<file path="src/rtl/instruction_fetch_pkg.sv">
// Shared definitions for the fetch unit and its decoder-facing consumers:
// instruction width, operation field position, fetch FSM states and default reset PC.
package instruction_fetch_pkg;

    localparam int INSTR_W          = 32'd32;
    localparam int OP_MSB           = 32'd15;
    localparam int OP_LSB           = 32'd14;
    localparam int DEFAULT_RESET_PC = 32'd0;

    typedef enum logic [1:0] {
        ST_RESET = 2'd0,
        ST_FETCH = 2'd1,
        ST_HOLD  = 2'd2
    } fetch_state_e;

    // Operation field as the decoder sees it.
    function automatic logic [OP_MSB-OP_LSB:0] instr_op(input logic [INSTR_W-1:0] instr);
        return instr[OP_MSB:OP_LSB];
    endfunction

endpackage

</file>
<file path="src/rtl/instruction_fetch_fifo.sv">
// Two-entry FIFO of {pc, word} entries between instruction memory and the decoder.
// The head entry lives in a dedicated register so the decoder outputs are register-driven.
module fetch_fifo
    import instruction_fetch_pkg::*;
#(
    parameter int ADDR_W = 32'd16
) (
    input  logic               clk,
    input  logic               rst,
    input  logic               push,
    input  logic               pop,
    input  logic               flush,
    input  logic [ADDR_W-1:0]  push_pc,
    input  logic [INSTR_W-1:0] push_word,
    output logic [ADDR_W-1:0]  head_pc,
    output logic [INSTR_W-1:0] head_word,
    output logic               full,
    output logic               empty,
    output logic [1:0]         count
);

    localparam int ENTRY_W = ADDR_W + INSTR_W;

    logic [ENTRY_W-1:0] head_r, tail_r, head_s, tail_s, din_s;
    logic [1:0]         count_r, count_s;
    logic               pop_s, push_s;

    assign din_s  = {push_pc, push_word};
    assign pop_s  = pop && (count_r != 2'd0);
    assign push_s = push && ((count_r != 2'd2) || pop_s);

    // Next head/tail/count from push, pop and flush; flush wins over everything.
    always_comb begin
        head_s  = head_r;
        tail_s  = tail_r;
        count_s = count_r;
        if (flush) begin
            count_s = 2'd0;
        end else begin
            case ({push_s, pop_s})
                2'b10: begin
                    if (count_r == 2'd0) begin
                        head_s = din_s;
                    end else begin
                        tail_s = din_s;
                    end
                    count_s = count_r + 2'd1;
                end
                2'b01: begin
                    head_s  = tail_r;
                    count_s = count_r - 2'd1;
                end
                2'b11: begin
                    if (count_r == 2'd1) begin
                        head_s = din_s;
                    end else begin
                        head_s = tail_r;
                        tail_s = din_s;
                    end
                end
                default: count_s = count_r;
            endcase
        end
    end

    // Storage and occupancy registers.
    always_ff @(posedge clk or posedge rst) begin
        if (rst) begin
            head_r  <= {ENTRY_W{1'b0}};
            tail_r  <= {ENTRY_W{1'b0}};
            count_r <= 2'd0;
        end else begin
            head_r  <= head_s;
            tail_r  <= tail_s;
            count_r <= count_s;
        end
    end

    assign head_pc   = head_r[ENTRY_W-1:INSTR_W];
    assign head_word = head_r[INSTR_W-1:0];
    assign full      = (count_r == 2'd2);
    assign empty     = (count_r == 2'd0);
    assign count     = count_r;

endmodule

</file>
<file path="src/rtl/instruction_fetch.sv">
// Instruction fetch: program counter, one-outstanding-request memory handshake,
// jump redirect with stale-request tracking, and a 2-entry buffer toward the decoder.
module instruction_fetch
    import instruction_fetch_pkg::*;
#(
    parameter int                ADDR_W   = 32'd16,
    parameter logic [ADDR_W-1:0] RESET_PC = ADDR_W'(DEFAULT_RESET_PC)
) (
    input  logic               clk,
    input  logic               rst,
    output logic               imem_req,
    output logic [ADDR_W-1:0]  imem_addr,
    input  logic               imem_ack,
    input  logic [INSTR_W-1:0] imem_rdata,
    output logic               instr_valid,
    input  logic               instr_ready,
    output logic [INSTR_W-1:0] instruction,
    output logic [ADDR_W-1:0]  instr_pc,
    input  logic               redirect,
    input  logic [ADDR_W-1:0]  redirect_pc
);

    localparam logic [ADDR_W-1:0] PC_ONE = {{(ADDR_W-1){1'b0}}, 1'b1};

    fetch_state_e      state_r, state_s;
    logic [ADDR_W-1:0] pc_r, pc_s, pending_pc_r, pending_pc_s;
    logic              stale_r, stale_s, req_r;
    logic              push_s, pop_s, ack_s;
    logic              fifo_full_s, fifo_empty_s;
    logic [1:0]        fifo_count_s, count_next_s;

    assign ack_s  = (state_r == ST_FETCH) && imem_ack;
    assign pop_s  = !fifo_empty_s && instr_ready;
    // A redirect in the ack cycle or an earlier one makes the returning word wrong-path.
    assign push_s = ack_s && !stale_r && !redirect && (!fifo_full_s || pop_s);

    // Occupancy after this cycle decides whether another request fits.
    always_comb begin
        if (redirect) begin
            count_next_s = 2'd0;
        end else begin
            count_next_s = fifo_count_s + {1'b0, push_s} - {1'b0, pop_s};
        end
    end

    // Next-state, next-PC and stale/pending tracking.
    always_comb begin
        state_s      = state_r;
        pc_s         = pc_r;
        stale_s      = stale_r;
        pending_pc_s = pending_pc_r;
        case (state_r)
            ST_FETCH: begin
                if (imem_ack) begin
                    stale_s = 1'b0;
                    if (redirect) begin
                        pc_s = redirect_pc;
                    end else if (stale_r) begin
                        pc_s = pending_pc_r;
                    end else begin
                        pc_s = pc_r + PC_ONE;
                    end
                    if (count_next_s < 2'd2) begin
                        state_s = ST_FETCH;
                    end else begin
                        state_s = ST_HOLD;
                    end
                end else if (redirect) begin
                    stale_s      = 1'b1;
                    pending_pc_s = redirect_pc;
                end else begin
                    pc_s = pc_r;
                end
            end
            ST_HOLD, ST_RESET: begin
                if (redirect) begin
                    pc_s = redirect_pc;
                end else begin
                    pc_s = pc_r;
                end
                if (count_next_s < 2'd2) begin
                    state_s = ST_FETCH;
                end else begin
                    state_s = ST_HOLD;
                end
            end
            default: begin
                state_s = ST_RESET;
                stale_s = 1'b0;
            end
        endcase
    end

    // Control registers; the request strobe is registered alongside the state.
    always_ff @(posedge clk or posedge rst) begin
        if (rst) begin
            state_r      <= ST_RESET;
            pc_r         <= RESET_PC;
            pending_pc_r <= RESET_PC;
            stale_r      <= 1'b0;
            req_r        <= 1'b0;
        end else begin
            state_r      <= state_s;
            pc_r         <= pc_s;
            pending_pc_r <= pending_pc_s;
            stale_r      <= stale_s;
            req_r        <= (state_s == ST_FETCH);
        end
    end

    fetch_fifo #(
        .ADDR_W (ADDR_W)
    ) u_fifo (
        .clk       (clk),
        .rst       (rst),
        .push      (push_s),
        .pop       (pop_s),
        .flush     (redirect),
        .push_pc   (pc_r),
        .push_word (imem_rdata),
        .head_pc   (instr_pc),
        .head_word (instruction),
        .full      (fifo_full_s),
        .empty     (fifo_empty_s),
        .count     (fifo_count_s)
    );

    assign imem_req    = req_r;
    assign imem_addr   = pc_r;
    assign instr_valid = !fifo_empty_s;

endmodule

</file>
<file path="config.mk">
export PLATFORM = sky130hd
export DESIGN_NAME = instruction_fetch
export DESIGN_NICKNAME = d
export VERILOG_FILES = /design/src/rtl/instruction_fetch_pkg.sv /design/src/rtl/instruction_fetch_fifo.sv /design/src/rtl/instruction_fetch.sv
export SDC_FILE = /design/constraint.sdc
export NUM_CORES = 1
export LEC_CHECK = 0
export CAP_MARGIN = 20
export CORE_UTILIZATION = 39
export DETAILED_ROUTE_END_ITERATION = 8
export GPL_TIMING_DRIVEN = 0
export PLACE_DENSITY = 0.69
export SETUP_SLACK_MARGIN = 0.15
export SLEW_MARGIN = 20
export SYNTH_ARGS = -nofsm -noshare
export SYNTH_HDL_FRONTEND = slang
export SYNTH_HIERARCHICAL = 1
export SYNTH_SLANG_ARGS = --single-unit
</file>
<file path="constraint.sdc">
create_clock -name clk -period 5.74 [get_ports clk]
set_clock_uncertainty 0.15 [all_clocks]
set_input_delay 0.574 -clock clk [delete_from_list [all_inputs] [get_ports clk]]
set_output_delay 0.574 -clock clk [all_outputs]
set_load 0.02 [all_outputs]
</file>
==> flow_summary.yaml, run 1 <==
status:
  status: "finished clean"
clock_tree:
  cts_sinks: 134
  postCtsSetupBuffers: 0
  cts_tree: "done"
  clk_path_buf_depth: 2
  hold_buffers: 0
  insertion_delay_ns: 0.42
  clkTransAtPathRegs_ns: 0.06
  htreeDepth: 4
  cts_buffers: 17
  cts_root_buffer: "clkbuf_16"
  cts_resized: 0
critical_path:
  path_cells: "clkdlybuf4s50_1 -> buf_2 -> nand4bb_1 -> buf_2 -> or2_2 -> a21oi_1 -> nand3b_1 -> a21oi_2 -> buf_2 -> buf_2 -> a21oi_1"
  path_class: "input port to flop"
  path_common_cell: "buf_2"
  cp-startpoint: "redirect"
  rr_endpoint: "u_fifo/head_r[12]"
  r2r-start: "stale_r"
  cp-end-kind: "flop"
  cp_slowest_cell: "clkdlybuf4s50_1"
  arrival_ns: 3.75
  crit_buf_inv: 5
  crit_fanout: 10
  reg2reg_depth: 9
  start_kind: "input port"
  path_depth: 11
  crit_family: "buffers and inverters"
  slowest_delay_ns: 0.54
  rrSetupSlack_ns: 2.49
  crit_end: "u_fifo/head_r[12]"
  worstPathRequired_ns: 5.88
logic_synthesis:
  synth_fa_ha_area_share_pct: 0.968
  syn_nets: 607
  yosys_most_used_dff: "dfrtp_1"
  synth_seq_cells: 134
  syn_area_per_cell_um2: 11.8
  synth_compound_area_share_pct: 10.1
  seq_area_frac_synth_pct: 51.9
  ys_warn_count: 6
  synth.area.top_cells: "dfrtp_1 (52%), mux2i_1 (9.9%), mux2_2 (8.2%)"
  muxShareOfSynthArea_pct: 22.8
  synthArstFlopShare_pct: 100
  synth_top_family_by_area: "multiplexers"
  netlist_area_um2: 6460
  synth_cell_types: 50
  synth-edff-count: 0
  synth-xor-area-share_pct: 0.813
  yosys.area_share.simple_pct: 9.43
  synth_cells: 549
  yosysTopAreaCell: "dfrtp_1"
  yosysTopAreaCellShare_pct: 51.9
cells_and_area:
  area_growth_pct: 31.8
  mostFrequentLayoutCells: "dfrtp_1 (134), clkdlybuf4s50_1 (118), a21oi_1 (70)"
  diodes: 0
  n_fill_cell: 1437
  postLayoutCellArea_um2: 8510
  final_common_cell: "dfrtp_1"
  drive_above_1_share_pct: 20.0
  final_cells: 917
  nNetsFinal: 746
grt:
  antenna_found_initial: 0
  grt_max_degree: 60
  grt_first_pass_wirelength_mm: 26.1
  overflow: 0
  grt_usage_pct: 20.2
  first_global_vias: 5138
placed_design:
  dp_slack_ns: 1.72
  placed_cells: 885
  dp_hpwl_mm: 11.5
  place.gp.congestion: 0.819
  portBuffers: 118
  dpl_cell_area_um2: 7960
sta:
  postLayoutSetupSlackWorst_ns: 2.13
  max_freq_ghz: 0.277
  worst_pin_slew_ns: 0.615
  drv_slew: 0
  rsz0062_at_grt: "false"
  setup_viol: 0
  layout_min_cycle_time_ns: 3.61
  hold_viol: 0
  min_period_over_period_pct: 62.9
  maxSlewHeadroom_pct: 58.8
  tns_ns: 0
power:
  clockPowerShare_pct: 21.4
  power.combinational.fraction_pct: 41.7
  p_leak_nw: 4.03
  p_int_mw: 2.97
  switching_share_pct: 36.8
  seq_power_share_pct: 36.9
  power_density_nw_per_um2: 552
  switchingPower_mw: 1.73
  ir_drop_uv: 243
detailed_routing:
  viasPerCell: 5.31
  dr.first_iter.drc_count: 317
  remaining_drc_errors: 0
  top_layer: "met4"
  wl_met1_mm: 6.91
  num_vias: 4867
  drtAntennaViolNets: 0
  wl_per_cell_um: 17.4
  wl_met2_mm: 7.63
  wirelength_mm: 16.0
  met3_length_um: 903
  dr.pass1.iters: 5
run:
  max_cap_violations: 0
die:
  io_pins: 119
  die_area_um2: 17100
  start_util_pct: 40.4
  core_um2: 16000
  die_w_um: 131
  dieHeight_um: 131
  rows: 46
worst_hold_path:
  hold_path.class: "flop to flop"
  holdPathStages: 1
[kinds of logic (layout without fill, tap and decap cells)]
family	count (synthesis)	count (layout)
flip-flops	134	134
multiplexers	131	131
AND/OR/NAND/NOR	121	121
AO/OA/AOI/OAI	108	108
buffers and inverters	44	196
XOR/XNOR	6	6
adder cells (fa/ha/maj)	5	5
[Yosys cell counts, types with 3 or more instances]
| cell | count |
|---|---|
| buf_2 | 21 |
| ha_1 | 5 |
| xnor2_1 | 5 |
| and4_1 | 4 |
| o21a_1 | 3 |
| nand2b_1 | 10 |
| a21oi_1 | 70 |
| a31oi_1 | 3 |
| and2_1 | 4 |
| mux2i_1 | 64 |
| o31a_1 | 3 |
| buf_4 | 4 |
| clkbuf_1 | 4 |
| mux2_2 | 47 |
| nand4_1 | 4 |
| dfrtp_1 | 134 |
| buf_6 | 4 |
| nor2b_1 | 3 |
| nand3_1 | 8 |
| and3_1 | 6 |
| o21ai_0 | 6 |
| nor2_1 | 61 |
| o22a_1 | 3 |
| mux2_4 | 20 |
| a211oi_1 | 3 |
| nand2_1 | 9 |
| o31ai_1 | 4 |
| inv_1 | 9 |
| nor3_1 | 3 |
[per-stage QoR]
step                      utilization [%]  power (mW)  hold WS [ns]
after detailed placement             49.8        3.70         0.337
after CTS                            53.2        4.74         0.350
final                                53.2        4.70         0.349
after global routing                 53.2        4.99         0.359
after global placement               49.4        3.61         0.331
after floorplan                         -        2.87         0.321
[flip-flops by register name (all words and copies together) (netlist names)]
register,count
pending_pc_r,16
u_fifo/count,2
u_fifo/head_r,48
stale_r,1
u_fifo/tail_r,48
state_r,2
imem_addr,16
imem_req,1
[per-layer routing]
layer | vias up | global-route usage (%)
met1 | 2429 | 25.4
li1 | 2236 | -
met3 | 40 | 4.44
met2 | 162 | 33.0
met5 | - | 0
met4 | 0 | 10.1
[power groups by stage]
| stage | clock network, mW | logic [mW] | registers, mW |
|---|---|---|---|
| floorplan | 0 | 0.941 | 1.92 |
| global placement | 0 | 1.90 | 1.72 |
| detailed placement | 0 | 1.96 | 1.74 |
| CTS | 1.03 | 1.97 | 1.73 |
| global route | 1.07 | 2.12 | 1.80 |
| finish | 1.01 | 1.96 | 1.73 |
[how the worst min path moves through the flow]
| stage | from | end | slack, ns |
|---|---|---|---|
| final | pending_pc_r[14] | pending_pc_r[14] | 0.35 |
| after global routing | u_fifo/tail_r[47] | u_fifo/tail_r[47] | 0.36 |
| after CTS | pending_pc_r[5] | pending_pc_r[5] | 0.35 |
| after detailed placement | pending_pc_r[5] | pending_pc_r[5] | 0.34 |
| after global placement | pending_pc_r[6] | pending_pc_r[6] | 0.33 |
| after floorplan | pending_pc_r[15] | pending_pc_r[15] | 0.32 |
[final cells by class]
| class | count | area (um^2) | area share, % |
|---|---|---|---|
| Tap cell | 216 | 270 | 3.17 |
| Sequential cell | 134 | 3350 | 39.4 |
| Buffer | 35 | 225 | 2.65 |
| Timing Repair Buffer | 120 | 1230 | 14.4 |
| Multi-Input combinational cell | 371 | 2850 | 33.4 |
| Clock inverter | 14 | 111 | 1.31 |
| Inverter | 9 | 38.8 | 0.456 |
| Clock buffer | 18 | 439 | 5.16 |
Note: power is estimated with default switching activity, not from simulation.
==> run 2, diff against run 1 <==
--- a/config.mk
+++ b/config.mk
@@ -9,7 +9,7 @@
 export CORE_UTILIZATION = 39
 export DETAILED_ROUTE_END_ITERATION = 8
 export GPL_TIMING_DRIVEN = 0
-export PLACE_DENSITY = 0.69
+export PLACE_DENSITY = 0.72
 export SETUP_SLACK_MARGIN = 0.15
 export SLEW_MARGIN = 20
 export SYNTH_ARGS = -nofsm -noshare
==> constraint.sdc (replaced) <==
create_clock -name clk -period 3.3 [get_ports clk]
set_clock_uncertainty 0.15 [all_clocks]
set_input_delay 0.33 -clock clk [delete_from_list [all_inputs] [get_ports clk]]
set_output_delay 0.33 -clock clk [all_outputs]
set_load 0.02 [all_outputs]
==> run 2 against run 1 <==
- die area unchanged
- first-iteration DRC count decreased by 0.32%
- global-route usage decreased by 0.69 points
- utilization increased by 0.60 points
- sequential cell count unchanged
- via count decreased by 2.5%
- non-clock buffer count unchanged
- clock power increased by 91%
- sequential share of layout area decreased by 0.44 points
- critical path type unchanged
- critical endpoint is now u_fifo/head_r[31]
- largest cell class unchanged
==> flow_summary.yaml, run 2 (synthesis gave the netlist of run 1 again) <==
status:
  status: "finished clean"
detailed_routing:
  dr.pass1.iters: 4
  viasPerCell: 5.18
  remaining_drc_errors: 0
  num_vias: 4747
  dr.first_iter.drc_count: 316
  wirelength_mm: 15.7
  wl_per_cell_um: 17.1
  drtAntennaViolNets: 0
cells_and_area:
  mostFrequentLayoutCells: "dfrtp_1 (134), clkdlybuf4s50_1 (118), a21oi_1 (69)"
  final_util_pct: 53.8
  final_cells: 917
  nNetsFinal: 746
  reg_top3: "u_fifo/head_r x48, u_fifo/tail_r x48"
  multiInputGateArea_um2: 2870
  area_growth_pct: 33.3
  ff_latch_area_um2: 3350
  final_common_cell: "dfrtp_1"
  drive_above_1_share_pct: 20.4
  n_fill_cell: 1386
  diodes: 0
critical_path:
  cp-startpoint: "redirect"
  crit_fanout: 10
  crit_end: "u_fifo/head_r[31]"
  reg2reg_depth: 9
  cp_slowest_cell: "clkdlybuf4s50_1"
  rr_endpoint: "u_fifo/head_r[31]"
  path_common_cell: "buf_2"
  path_class: "input port to flop"
  r2r-start: "stale_r"
  cp-end-kind: "flop"
  worstPathRequired_ns: 3.44
  start_kind: "input port"
  path_cells: "clkdlybuf4s50_1 -> buf_2 -> nand4bb_1 -> buf_2 -> or2_2 -> a21oi_4 -> nand3b_1 -> a21oi_4 -> clkbuf_4 -> buf_2 -> a21oi_1"
  arrival_ns: 3.14
  rrSetupSlack_ns: 0.40
  slowest_delay_ns: 0.55
sta:
  setup_viol: 0
  postLayoutSetupSlackWorst_ns: 0.296
  layout_min_cycle_time_ns: 3.00
  min_period_over_period_pct: 91.0
  drv_slew: 0
  max_freq_ghz: 0.333
  hold_viol: 0
  rsz0062_at_grt: "false"
  tns_ns: 0
  maxSlewHeadroom_pct: 58.5
  worst_pin_slew_ns: 0.619
power:
  power_density_nw_per_um2: 969
  power_mw: 8.35
  ir_drop_uv: 429
  p_leak_nw: 4.07
grt:
  first_global_vias: 5010
  antenna_found_initial: 0
  grt_usage_pct: 19.5
  grt_first_pass_wirelength_mm: 25.4
  grt_max_degree: 67
  overflow: 0
clock_tree:
  clkTransAtPathRegs_ns: 0.06
  cts_buffers: 17
  cts_sinks: 134
  cts_tree: "done"
  clk_path_buf_depth: 2
  insertion_delay_ns: 0.41
  htreeDepth: 4
  cts_root_buffer: "clkbuf_16"
  hold_buffers: 0
  postCtsSetupBuffers: 0
die:
  start_util_pct: 40.4
  die_area_um2: 17100
  die_w_um: 131
  core_um2: 16000
  io_pins: 119
  rows: 46
  dieHeight_um: 131
placed_design:
  placed_cells: 885
  dp_hpwl_mm: 11.3
  place.gp.congestion: 0.856
  portBuffers: 118
  dp_slack_ns: -0.471
run:
  max_cap_violations: 0
worst_hold_path:
  hold_path.class: "input port to asynchronous set/reset pin"
[run 2: cell count changes in the layout (fill, tap and decap cells not counted), moves of 2 or more]
cell	change
clkinvlp_4	-2
clkbuf_4	+4
buf_2	-4
clkinv_2	-2
clkbuf_1	-2
a21oi_4	+2
clkbuf_2	+2
bufinv_16	+2
[run 2: layer usage]
layer,part of all wire [%],global-route usage [%],up-vias
li1,-,-,2242
met1,45,24.8,2351
met2,49,33.0,133
met3,4.3,4.19,21
met4,1.3,6.76,0
met5,0,0,-
[run 2: how the worst min path moves through the flow]
stage,start,to,cells past startpoint
after detailed placement,pending_pc_r[6],pending_pc_r[6],1
final,rst,u_fifo/head_r[45],2
after global placement,pending_pc_r[6],pending_pc_r[6],1
after CTS,rst,u_fifo/tail_r[3],2
after global routing,rst,u_fifo/tail_r[3],2
after floorplan,redirect,u_fifo/count[1],1
[run 2: area by class of cell]
cell class / count / share of cell area (%)
sequential: 134 / 38.9
multi-input combinational: 371 / 33.3
timing repair buffer: 120 / 14.4
clock buffer: 19 / 5.26
tap: 216 / 3.14
buffer: 35 / 2.76
clock inverter: 13 / 1.80
inverter: 9 / 0.450
[run 2: worst max-delay path, delay by kind of cell]
family	cells	cell delay, ns
buffers and inverters	5	1.51
AO/OA/AOI/OAI	3	0.60
AND/OR/NAND/NOR	3	0.69
[run 2: power breakdown]
part	switching, mW	internal [mW]	leakage, nW
Combinational	1.67	1.73	2.16
Clock	0.708	1.22	0.295
Sequential	0.614	2.40	1.61
Total	2.99	5.35	4.07
[run 2: through the flow]
step	area, um^2	hold WS (ns)
5_1_grt	8610	0.197
3_5_place_dp	7970	0.339
2_1_floorplan	6460	0.247
4_1_cts	8590	0.179
6_report	8610	0.176
3_3_place_gp	7910	0.331
[run 2: timing repair]
| action | 4_1_cts | 5_1_grt |
|---|---|---|
| resized for setup | 2 | 9 |
| setup endpoints to repair | 53 | 46 |
| gates cloned | 0 | 0 |
==> run 3, diff against run 2 <==
==> constraint.sdc (replaced) <==
create_clock -name clk -period 3.3 [get_ports clk]
set_clock_uncertainty 0.15 [all_clocks]
set_input_delay 0.66 -clock clk [delete_from_list [all_inputs] [get_ports clk]]
set_output_delay 0.66 -clock clk [all_outputs]
set_load 0.02 [all_outputs]
==> run 3 against run 2 <==
- utilization rose by 0.31 points
- non-clock buffer count rose by 4
- via count rose by 1.2%
- register-to-register slack improved by 0.09 ns
- first-iteration DRC count fell by 7.0%
- clock power rose by 5%
- critical path depth did not move
- worst hold slack improved by 0.17 ns
- cell area rose by 0.58%
==> flow_summary.yaml, run 3 (synthesis gave the netlist of run 1 again) <==
critical_path:
  cp-end-kind: "flop"
  arrival_ns: 3.14
  slowest_delay_ns: 0.34
  path_common_cell: "buf_2"
  crit_fanout: 10
  cp_slowest_cell: "or2_2"
  start_kind: "input port"
  worstPathRequired_ns: 3.44
  path_class: "input port to flop"
  path_cells: "dlygate4sd2_1 -> buf_2 -> nand4bb_1 -> buf_2 -> or2_2 -> a21oi_4 -> nand3b_1 -> a21oi_4 -> buf_4 -> buf_2 -> a21oi_1"
cells_and_area:
  final_common_cell: "dfrtp_1"
  n_fill_cell: 1338
  reg_top3: "u_fifo/head_r x48, u_fifo/tail_r x48"
  mostFrequentLayoutCells: "dfrtp_1 (134), clkdlybuf4s50_1 (117), a21oi_1 (69)"
  diodes: 0
  drive_above_1_share_pct: 20.5
  area_growth_pct: 34.1
  postLayoutCellArea_um2: 8660
  final_cells: 920
  nNetsFinal: 750
clock_tree:
  clk_path_buf_depth: 2
  clkTransAtPathRegs_ns: 0.06
  insertion_delay_ns: 0.41
  cts_root_buffer: "clkbuf_16"
  cts_buffers: 17
  htreeDepth: 4
  cts_sinks: 134
  cts_tree: "done"
placed_design:
  dpl_cell_area_um2: 7980
  portBuffers: 118
  dp_slack_ns: -0.920
  dp_hpwl_mm: 11.3
  placed_cells: 886
  place.gp.congestion: 0.828
sta:
  timing.hold.ws_ns: 0.350
  worst_pin_slew_ns: 0.738
  hold_viol: 0
  postLayoutSetupSlackWorst_ns: 0.300
  layout_min_cycle_time_ns: 3.00
  setup_viol: 0
  maxSlewHeadroom_pct: 50.7
  min_period_over_period_pct: 90.9
  max_freq_ghz: 0.333
  rsz0062_at_grt: "false"
  drv_slew: 0
status:
  status: "finished clean"
worst_hold_path:
  hold_path.class: "flop to flop"
grt:
  use_met1_pct: 25.9
  overflow: 0
  grtUsageMet3_pct: 3.71
  grt_max_degree: 36
  top_usage_layer: "met2"
  grt_first_pass_wirelength_mm: 25.7
  antenna_found_initial: 0
  grt_usage_pct: 19.7
  first_global_vias: 4947
  gr-usage-met2_pct: 32.8
detailed_routing:
  wl_per_cell_um: 17.2
  dr.pass1.iters: 4
  drtAntennaViolNets: 0
  wirelength_mm: 15.8
  dr.first_iter.drc_count: 294
  viasPerCell: 5.22
  remaining_drc_errors: 0
  num_vias: 4802
die:
  dieHeight_um: 131
  io_pins: 119
  start_util_pct: 40.4
  die_w_um: 131
  core_um2: 16000
  rows: 46
  die_area_um2: 17100
power:
  power_mw: 8.46
  power_density_nw_per_um2: 977
  ir_drop_uv: 419
  p_leak_nw: 4.10
run:
  max_cap_violations: 0
run 3: changes by cell type in the layout (fill, tap and decap cells not counted), sizes merged:
cell,previous run,this run
buf,29,37
bufinv,3,4
clkinv,7,2
inv,9,8
clkdlybuf4s50,118,117
dlygate4sd2,0,1
run 3: critical path, delay by kind of cell:
kind | cells | cell delay, ns
AOI/OAI and AO/OA | 3 | 0.59
buffers and inverters | 5 | 1.21
and+or+nand+nor | 3 | 0.67
run 3: area by class of cell:
cell class / instances / area (um^2) / share of cell area [%]
Timing Repair Buffer: 124 / 1260 / 14.6
Buffer: 35 / 238 / 2.74
Clock inverter: 8 / 145 / 1.68
Multi-Input combinational cell: 371 / 2870 / 33.1
Sequential cell: 134 / 3350 / 38.7
Clock buffer: 23 / 488 / 5.63
Inverter: 9 / 37.5 / 0.433
Tap cell: 216 / 270 / 3.12
run 3: metal layers:
metal  share of wire, %  up-vias
met2                 50      122
met4                1.3        0
li1                   -     2251
met3                3.8       19
met5                  0        -
met1                 45     2410
run 3: path summary, 6_finish.rpt:
| check | slack [ns] | endpoint | depth (start not counted) | startpoint |
|---|---|---|---|---|
| worst max-delay path | 0.30 | u_fifo/head_r[4] | 11 | redirect |
| worst min-delay path | 0.35 | pending_pc_r[8] | 1 | pending_pc_r[8] |
| worst max register to register | 0.49 | u_fifo/head_r[4] | 9 | stale_r |
| worst min register to register | 0.35 | pending_pc_r[8] | 1 | pending_pc_r[8] |
| max in group asynchronous | 1.73 | u_fifo/tail_r[33] | 3 | rst |
| min in group asynchronous | 0.46 | pending_pc_r[14] | 2 | rst |
run 3: through the flow:
stage	util [%]	TNS [ns]
2_1_floorplan	-	0
3_5_place_dp	49.8	-68.29
3_3_place_gp	49.5	-55.68
6_report	54.1	0
4_1_cts	54.1	0
5_1_grt	54.1	0
run 3: timing repair:
action                                 in CTS  in global routing
pin swaps                                   1                  0
setup endpoints to repair                  96                  2
hold buffers                                0                  0
gates resized for setup                     9                  2
setup buffers                               3                  0
endpoints found under the hold margin       0                  0
run 3: where the power goes:
part / leakage (nW) / internal (mW) / switching [mW]
Combinational: 2.18 / 1.74 / 1.68
Clock: 0.305 / 1.34 / 0.680
Sequential: 1.61 / 2.40 / 0.623
Total: 4.10 / 5.48 / 2.98
